### config.mk
export PLATFORM = sky130hd
export DESIGN_NAME = gray_binary_decoder
export DESIGN_NICKNAME = d
export VERILOG_FILES = /design/src/rtl/gray_binary_decoder.sv
export SDC_FILE = /design/constraint.sdc
export NUM_CORES = 1
export LEC_CHECK = 0
export BUFFER_PORTS_ARGS = -buffer_cell sky130_fd_sc_hd__buf_4
export CAP_MARGIN = 10
export CORE_MARGIN = 10
export CORE_UTILIZATION = 56
export DETAILED_ROUTE_END_ITERATION = 8
export GPL_ROUTABILITY_DRIVEN = 1
export PLACE_DENSITY = 0.88
export SETUP_SLACK_MARGIN = 0.5
export SLEW_MARGIN = 20
export SYNTH_ARGS = -nofsm -noshare
export SYNTH_HDL_FRONTEND = slang
export SYNTH_SLANG_ARGS = --single-unit
### constraint.sdc
create_clock -name clk -period 3.5 [get_ports clk]
set_input_delay 0 -clock clk [delete_from_list [all_inputs] [get_ports clk]]
set_output_delay 0 -clock clk [all_outputs]
set_load 0.01 [all_outputs]
### src/rtl/gray_binary_decoder.sv
// gray_binary_decoder
// Synchronizes a Gray-coded input, decodes it to binary and checks that
// successive samples differ in exactly one bit. Reports step direction,
// illegal jumps and a saturating error count.
// Optional net position counter: define GRAY_DEC_POS_CNT_EN to build it,
// otherwise pos_cnt is tied to zero.
module gray_binary_decoder #(
    parameter int WIDTH       = 4,
    parameter int SYNC_STAGES = 2
) (
    input  logic             clk,
    input  logic             rst,
    input  logic [WIDTH-1:0] g,
    input  logic             clr_err,
    output logic [WIDTH-1:0] b,
    output logic             b_valid,
    output logic             dir,
    output logic             step_err,
    output logic [7:0]       err_cnt,
    output logic [15:0]      pos_cnt
);

    typedef enum logic {
        ST_FIRST,
        ST_TRACK
    } state_t;

    state_t state_q, state_d;

    logic [SYNC_STAGES-1:0][WIDTH-1:0] sync_q;
    logic [SYNC_STAGES-1:0]            fill_q;
    logic [WIDTH-1:0]                  s, d, p_q, p_d, b_d, diff, b_inc;
    logic                              b_valid_d, dir_d, step_err_d, one_bit;

    // Synchronizer chain; fill_q tracks which stages hold a post-reset sample
    // so the first-sample load takes a real g value, not the flushed zeros.
    always_ff @(posedge clk or posedge rst) begin
        if (rst) begin
            sync_q <= '0;
            fill_q <= '0;
        end else begin
            sync_q[0] <= g;
            fill_q[0] <= 1'b1;
            for (int unsigned i = 1; i < SYNC_STAGES; i++) begin
                sync_q[i] <= sync_q[i-1];
                fill_q[i] <= fill_q[i-1];
            end
        end
    end

    assign s = sync_q[SYNC_STAGES-1];

    // Gray-to-binary decode: each bit is the XOR of all Gray bits at or above it.
    always_comb begin
        logic acc;
        d   = '0;
        acc = 1'b0;
        for (int unsigned i = 1; i <= WIDTH; i++) begin
            acc        = acc ^ s[WIDTH-i];
            d[WIDTH-i] = acc;
        end
    end

    assign diff    = s ^ p_q;
    assign one_bit = (diff != '0) && ((diff & (diff - WIDTH'(1))) == '0);
    assign b_inc   = b + WIDTH'(1);

    // Next-state: first-sample load, hold, legal step or illegal-jump resync.
    always_comb begin
        state_d    = state_q;
        p_d        = p_q;
        b_d        = b;
        b_valid_d  = 1'b0;
        dir_d      = dir;
        step_err_d = 1'b0;
        case (state_q)
            ST_FIRST: begin
                if (fill_q[SYNC_STAGES-1]) begin
                    p_d       = s;
                    b_d       = d;
                    b_valid_d = 1'b1;
                    state_d   = ST_TRACK;
                end
            end
            ST_TRACK: begin
                if (s != p_q) begin
                    p_d = s;
                    b_d = d;
                    if (one_bit) begin
                        b_valid_d = 1'b1;
                        dir_d     = (d == b_inc);
                    end else begin
                        step_err_d = 1'b1;
                    end
                end
            end
            default: state_d = ST_FIRST;
        endcase
    end

    // State and output registers.
    always_ff @(posedge clk or posedge rst) begin
        if (rst) begin
            state_q  <= ST_FIRST;
            p_q      <= '0;
            b        <= '0;
            b_valid  <= 1'b0;
            dir      <= 1'b0;
            step_err <= 1'b0;
        end else begin
            state_q  <= state_d;
            p_q      <= p_d;
            b        <= b_d;
            b_valid  <= b_valid_d;
            dir      <= dir_d;
            step_err <= step_err_d;
        end
    end

    // Saturating error counter; a clear coinciding with an error leaves 1.
    always_ff @(posedge clk or posedge rst) begin
        if (rst) begin
            err_cnt <= '0;
        end else if (clr_err) begin
            err_cnt <= {7'b0, step_err_d};
        end else if (step_err_d && (err_cnt != 8'hFF)) begin
            err_cnt <= err_cnt + 8'd1;
        end
    end

`ifdef GRAY_DEC_POS_CNT_EN
    // Net position: counts legal steps only, wraps modulo 2^16.
    always_ff @(posedge clk or posedge rst) begin
        if (rst) begin
            pos_cnt <= '0;
        end else if (b_valid_d && (state_q == ST_TRACK)) begin
            pos_cnt <= dir_d ? pos_cnt + 16'd1 : pos_cnt - 16'd1;
        end
    end
`else
    assign pos_cnt = '0;
`endif

endmodule

**Yosys cells after proc, flatten, opt, wreduce, memory -nomap -nowiden**

Cells that the tools add are included.
Widths: inputs -> output; s select.

- Muxes and demuxes: 16
- Eq/ne operators: 5
- Bitwise gates (word level): 6
- $add $sub $neg: 3
- Reduce and logical (&&, ||, !) cells: 7

Operators with widths:

| kind | count |
|---|---|
| $mux 4 | 4 |
| $mux 8 | 2 |
| $pmux 4 s2 | 2 |
| $add 8x1->8 const B | 1 |
| $ne 8x8->1 const B | 1 |
| $mux 1 | 7 |
| $add 4x1->4 const B | 1 |
| $and 4x4->4 | 1 |
| $eq 4x4->1 | 1 |
| $logic_not 4->1 | 1 |
| $ne 4x4->1 | 1 |
| $reduce_bool 4->1 | 1 |
| $sub 4x1->4 const B | 1 |
| $xor 4x4->4 | 1 |
| $reduce_and 3->1 | 1 |
| $xor 1x1->1 | 3 |
| $logic_and 1x1->1 | 2 |
| $ne 2x1->1 const B | 1 |
| $ne 2x2->1 const B | 1 |
| $pmux 1 s2 | 1 |
| $reduce_and 2->1 | 1 |
| $reduce_bool 2->1 | 1 |
| $not 1->1 | 1 |

- Register bits: 30
- Word-level logic and storage cells: 47
- Input bits: 7

**Longest topological paths before layout**

Gate-level depths: netlist of run 1.

- Word-level depth: 11
- Mapped depth: 7
- Gate-level depth less buffers: 6

**Worst setup path after synthesis of run 1**

OpenSTA, ideal clock, no wires.

- Kind: register -> register
- Start: register sync_q, in the netlist s[1]
- End: register err_cnt[4]
- Data required time: 3373 ps
- Buffers on the path: 1
- Clock period less this slack: 1713 ps
- Setup time: 127 ps
- Arrival: 1586 ps
- Setup slack: 1787 ps
- Cell stages (with the launch flop): 8
- Cells stage by stage: dfrtp_1 -> buf_2 -> xnor2_1 -> o21ai_2 -> o211ai_4 -> inv_2 -> nand4_1 -> mux2_1

- Cells in the longest elaborated chain, start to end: 10
- Elaborated cells between the ends (all ways): 12
- Those cells by class: add/sub: 1; eq/ne: 1; mux: 3; bitwise: 2; reduce/logical: 5

Ends and longest elaborated chain:

| what | line | source |
|---|---|---|
| start, declared | 30 | `logic [SYNC_STAGES-1:0][WIDTH-1:0] sync_q;` |
| start signal, assigned by index | 45 | `sync_q[i] <= sync_q[i-1];` |
| $xor 4x4->4 | 64 | `assign diff = s ^ p_q;` |
| $sub 4x1->4 | 65 | `assign one_bit = (diff != '0) && ((diff & (diff - WIDTH'(1))) == '0);` |
| $and 4x4->4 | 65 |  |
| $logic_not 4->1 | 65 |  |
| $logic_and 1x1->1 | 65 |  |
| $mux 1 | 89 | `if (one_bit) begin` |
| $mux 1 (*) | 86 | `if (s != p_q) begin` |
| $mux 1 (*) | 76 | `case (state_q)` |
| named net step_err_d | 33 | `logic b_valid_d, dir_d, step_err_d, one_bit;` |
| $logic_and 1x1->1 (*) | 126 | `end else if (step_err_d && (err_cnt != 8'hFF)) begin` |
| $reduce_bool 2->1 (no line) (*) | - |  |
| end signal, assigned | 125 | `err_cnt <= {7'b0, step_err_d};` |
| end signal, assigned | 127 | `err_cnt <= err_cnt + 8'd1;` |
| end, declared | 19 | `output logic [7:0] err_cnt,` |

The timed path passes the listed nets; every way through them passes the cells marked *.
A chain may end at the register's enable or synchronous reset.

==> flow_metrics.env, run 1 <==
export IMPL_status="complete, no violations"
export IMPL_synth_ff_type="dfrtp_1"
export IMPL_powerDensity_mw_per_mm2=464
export IMPL_fp_coreArea_sq_mm=0.00248
export IMPL_wl_per_cell_um=14.6
export IMPL_grt_pass1_wl_um=4770
export IMPL_max_vdd_ir_drop_v=0.000330
export IMPL_synth_seq_cells=29
export IMPL_cp_max_fo=9
export IMPL_drt_iter0_drc=57
export IMPL_die_area_sq_mm=0.00507
export IMPL_seq_area_frac_synth_pct=49.5
export IMPL_setup_viol=0
export IMPL_clockRootBuffer="clkbuf_4"
export IMPL_ctsResizeCount=0
export IMPL_drive_gt1_share_pct=26.3
export IMPL_timing_worst_setup_path_type="flip-flop to flip-flop"
export IMPL_cp_required_ns=3.70
export IMPL_rows=18
export IMPL_drc=0
export IMPL_grt_total_usage_pct=11.6
export IMPL_yosysWarnings=0
export IMPL_clock_path_buffers=2
export IMPL_cp_end_kind="flip-flop"
export IMPL_max_slew_margin_pct=60.7
export IMPL_dpl_cell_area_sq_mm=0.00158
export IMPL_clkTransAtPathRegs_ns=0.09
export IMPL_power_leakage_nw=0.769
export IMPL_fmax_ghz=0.504
export IMPL_overflow=0
export IMPL_period_share_pct=56.7
export IMPL_routed_wl_um=2780
export IMPL_start_util_pct=59.2
export IMPL_nets=169
export IMPL_first_pass_iters=4
export IMPL_antenna_cells=0
export IMPL_avgViaCountPerCell=5.24
export IMPL_io_buffers=21
export IMPL_die_h_um=71.2
export IMPL_synth_top_area_share_pct=49.5
export IMPL_cts_sinks=29
export IMPL_cp_data_arrival_time_ns=2.19
export IMPL_cts_inserted_buffers=5
export IMPL_synth_edf_count=0
export IMPL_num_io_pins=38
export IMPL_synth_avg_cell_area_sq_um=11.2
export IMPL_r2r_setup_slack_ns=1.52
export IMPL_grt_max_degree=30
export IMPL_cts_htree_levels=2
export IMPL_finalInstanceArea_sq_mm=0.00169
export IMPL_skew_ns=0.0102
export IMPL_postRouteAntennaNets=0
export IMPL_synth_distinct_cells=37
export IMPL_dp_hpwl_um=2170
export IMPL_die_w_um=71.2
export IMPL_ys_async_sr_fraction_pct=100
export IMPL_synthCells=131
export IMPL_worstMarginPinSlew_ns=0.589
export IMPL_hold_violations=0
export IMPL_grt_pass1_vias=1041
export IMPL_cp_start_kind="flip-flop"
export IMPL_drv_slew=0
export IMPL_antenna_found_initial=0
export IMPL_syn_area_sq_mm=0.00147
export IMPL_fin_crit_ns=1.98
export IMPL_areaGrowthSynthToFinish_pct=15.4
export IMPL_cap_violations=0
export IMPL_rsz0062_at_grt="false"
export IMPL_tritoncts="built"
export IMPL_netlist_top_cell_by_area="dfrtp_1"
export IMPL_num_vias=995
export IMPL_hold_path_class="primary input to async pin"
export IMPL_gp_congestion=0.830
export IMPL_synth_area_leaders="dfrtp_1 (49%), buf_4 (8.7%), mux2_2 (5.4%)"
export IMPL_fin_setup_tns_ns=0
export IMPL_power_uw=785
export IMPL_insertion_delay_ns=0.32
==> cells in the final DEF (no fill, tap or decap), drive strengths merged, types with 4 or more instances in the layout <==
master       Yosys  routed
dfrtp           29      29
buf             19      21
conb             2      17
o21ai           10      10
mux2             9       9
xnor2            8       8
clkbuf           1       7
dlygate4sd3      0       6
a21oi            6       6
nor2             5       5
xor2             5       5
inv              5       5
nand3            4       4
==> repair_timing <==
item	4_1_cts	5_1_grt
setup endpoints to repair	0	0
hold buffers	6	0
endpoints found under the hold margin	38	0
setup buffers	0	0
==> flip-flops by register name, summed over array words and instances, names as in the netlist <==
| register | flops |
|---|---|
| state_q | 1 |
| err_cnt | 8 |
| b_valid | 1 |
| dir | 1 |
| b | 4 |
| s | 4 |
| p_q | 3 |
| step_err | 1 |
| fill_q | 2 |
| sync_q | 4 |
==> path summary, 6_finish.rpt <==
check	endpoint	cells past startpoint	start
max	err_cnt[4]	6	b[3]
max in group asynchronous	fill_q[1]	3	rst
min	p_q[1]	3	rst
min reg2reg	fill_q[1]	0	fill_q[0]
max reg2reg	err_cnt[4]	6	b[3]
min in group clk	sync_q[0]	2	g[0]
==> synth_stat cells, types with 3 or more instances <==
library cell	instances
nand3_1	4
xnor2_2	3
o21ai_1	3
dfrtp_1	29
nand2b_1	3
a31oi_1	3
nor2_1	5
nand2_1	3
o21ai_0	6
buf_4	17
xnor2_1	5
a21oi_1	5
inv_1	4
xor2_1	5
mux2_2	7
==> layer usage <==
layer | share of wire [%] | vias up | track usage (%)
met4 | 1.1 | 0 | 4.30
met1 | 37 | 480 | 11.0
met3 | 10 | 5 | 7.53
met2 | 52 | 30 | 19.8
li1 | - | 480 | -
met5 | 0 | - | 0
==> layout make-up <==
class / instances / area [sq um]
fillers: 184 / 786
clock buffers: 7 / 55.1
flip-flops and latches: 29 / 726
inverters: 5 / 18.8
repair buffers: 27 / 218
well taps: 30 / 37.5
multi-input cells: 92 / 637
==> cell families after synthesis <==
| family | after synthesis | share of synthesized area, % |
|---|---|---|
| AOI/OAI and AO/OA | 23 | 10.3 |
| xor gates and xnor gates | 13 | 9.30 |
| adders and majority gates | 2 | 1.71 |
| DFF | 29 | 49.5 |
| buffers and inverters | 25 | 10.9 |
| other | 2 | 0.512 |
| muxes | 10 | 7.59 |
| and+or+nand+nor | 27 | 10.2 |
==> critical path, cell delays in order (launching register included) <==
cell and delay, ns:
dfrtp_1 0.45, xnor2_2 0.36, o21ai_2 0.14, o211ai_4 0.33, inv_2 0.14, nand4_1 0.13, mux2_1 0.33
==> report_power, final <==
| group | internal (mW) | switching [mW] |
|---|---|---|
| combinational | 0.0898 | 0.0985 |
| clock | 0.0946 | 0.105 |
| sequential | 0.365 | 0.0317 |
==> per-stage QoR <==
| stage | worst slack [ns] | hold WS, ns | utilization (%) | instances |
|---|---|---|---|---|
| global route | 1.42 | 0.312 | 68.3 | 190 |
| CTS | 1.51 | 0.319 | 68.3 | 190 |
| floorplan | 1.79 | 0.0314 | - | 146 |
| finish | 1.52 | 0.299 | 68.3 | 190 |
| global placement | 1.64 | 0.110 | 63.6 | 177 |
| detailed placement | 1.53 | 0.111 | 63.6 | 177 |
Power figures use the tool's default switching activity.
==> run 2, diff against run 1 <==
CORE_UTILIZATION = 52   (was 56)
PLACE_DENSITY = 0.83   (was 0.88)
clock period = 1.85 ns   (was 3.5 ns; I/O delays follow)
==> run 2 against run 1 <==
- clock power grew 120%
- critical endpoint is now err_cnt[5]
- sequential power increased by 89%
- flip-flop and latch count is the same
==> flow_metrics.env, run 2 (synthesis gave the netlist of run 1 again) <==
export IMPL_fin_crit_ns=1.73
export IMPL_cts_sinks=29
export IMPL_regMostFlops="err_cnt"
export IMPL_power_mw=1.69
export IMPL_grt_total_usage_pct=12.1
export IMPL_mostFrequentLayoutCell="buf_4"
export IMPL_antenna_cells=0
export IMPL_clkTransAtPathRegs_ns=0.11
export IMPL_drt_iter0_drc=47
export IMPL_nets=187
export IMPL_largest_reg_flops=8
export IMPL_hold_path_class="primary input to async pin"
export IMPL_drc=0
export IMPL_cp_end_kind="flip-flop"
export IMPL_wl_per_cell_um=15.6
export IMPL_max_vdd_ir_drop_v=0.000761
export IMPL_cp_data_arrival_time_ns=1.98
export IMPL_drive_gt1_share_pct=45.8
export IMPL_insertion_delay_ns=0.34
export IMPL_rows=19
export IMPL_grt_pass1_wl_um=5110
export IMPL_clock_path_buffers=2
export IMPL_grt_pass1_vias=1113
export IMPL_fmax_ghz=0.578
export IMPL_layout_common_cells="buf_4 (37), dfrtp_1 (23), conb_1 (17)"
export IMPL_drv_slew=0
export IMPL_die_area_sq_mm=0.00534
export IMPL_skew_ns=0.0197
export IMPL_timing_worst_setup_path_type="flip-flop to flip-flop"
export IMPL_avgViaCountPerCell=5.08
export IMPL_whs_ns=0.274
export IMPL_hold_violations=0
export IMPL_antenna_found_initial=0
export IMPL_status="complete, no violations"
export IMPL_cp_required_ns=2.10
export IMPL_period_share_pct=93.6
export IMPL_fp_coreArea_sq_mm=0.00273
export IMPL_cp_start_kind="flip-flop"
export IMPL_areaGrowthSynthToFinish_pct=37.4
export IMPL_num_io_pins=38
export IMPL_num_vias=1066
export IMPL_postRouteAntennaNets=0
export IMPL_cap_violations=0
export IMPL_cp_max_fo=6
export IMPL_clockRootBuffer="clkbuf_4"
export IMPL_tritoncts="built"
export IMPL_overflow=0
export IMPL_grt_max_degree=30
export IMPL_routed_wl_um=3280
export IMPL_rsz0062_at_grt="true"
export IMPL_first_pass_iters=4
export IMPL_cts_inserted_buffers=5
export IMPL_die_w_um=73.1
export IMPL_dp_hpwl_um=2100
export IMPL_start_util_pct=53.6
export IMPL_cts_htree_levels=2
export IMPL_powerDensity_mw_per_mm2=841
export IMPL_fillers=162
export IMPL_gp_congestion=0.818
export IMPL_die_h_um=73.1
export IMPL_io_buffers=21
export IMPL_setup_viol=0
export IMPL_fin_setup_tns_ns=0
export IMPL_power_leakage_nw=0.904
==> run 2: what timing repair did <==
action / 4_1_cts / 5_1_grt
endpoints found under the setup margin: 14 / 14
hold buffers: 6 / 0
setup buffers: 10 / 4
hold endpoints to repair: 38 / 0
pin swaps: 7 / 2
gates resized for setup: 12 / 9
==> run 2: per-layer routing <==
layer	track usage, %	up-vias	routed length, um
li1	-	514	-
met1	13.0	520	1300
met2	19.4	27	1720
met3	5.85	5	228
met4	5.91	0	38
met5	0	-	0
==> run 2: worst max-delay path, cell delays in order, from the launching register on <==
cell	delay, ns
dfrtp_2	0.46
xnor2_4	0.18
o21ai_2	0.21
o211ai_4	0.13
buf_4	0.17
or3_1	0.36
a21oi_2	0.14
==> run 2: final timing paths <==
kind / start / slack [ns] / endpoint / cells after the start
max reg2reg: b[3] / 0.12 / err_cnt[5] / 6
min in group clk: g[0] / 0.33 / sync_q[0] / 2
max in group asynchronous: rst / 1.27 / s[2] / 4
min: rst / 0.27 / p_q[1] / 4
max: b[3] / 0.12 / err_cnt[5] / 6
min reg2reg: sync_q[3] / 0.33 / s[3] / 0
==> run 2: per-stage QoR <==
step           instance area, sq um  setup WS, ns  util, %  std cells
2_1_floorplan                  1590         0.173        -        146
3_3_place_gp                   1670         0.164     61.1        182
3_5_place_dp                   1670        0.0796     61.1        182
4_1_cts                        1930         0.165     70.8        206
5_1_grt                        2010        0.0430     73.7        210
6_report                       2010         0.119     73.7        210
==> run 2: report_power, final <==
| part | internal, mW | switching, mW | leakage [nW] |
|---|---|---|---|
| Sequential | 0.694 | 0.0585 | 0.346 |
| Combinational | 0.261 | 0.243 | 0.516 |
| Clock | 0.220 | 0.218 | 0.0413 |
==> run 2: cell type report <==
cell class	instances	area [sq um]	share of cell area, %
clock buffers	7	65.1	3.23
flip-flops and latches	29	733	36.4
multi-input cells	92	793	39.4
clock inverters	1	5.00	0.248
inverters	5	18.8	0.932
well taps	31	38.8	1.93
repair buffers	45	360	17.9
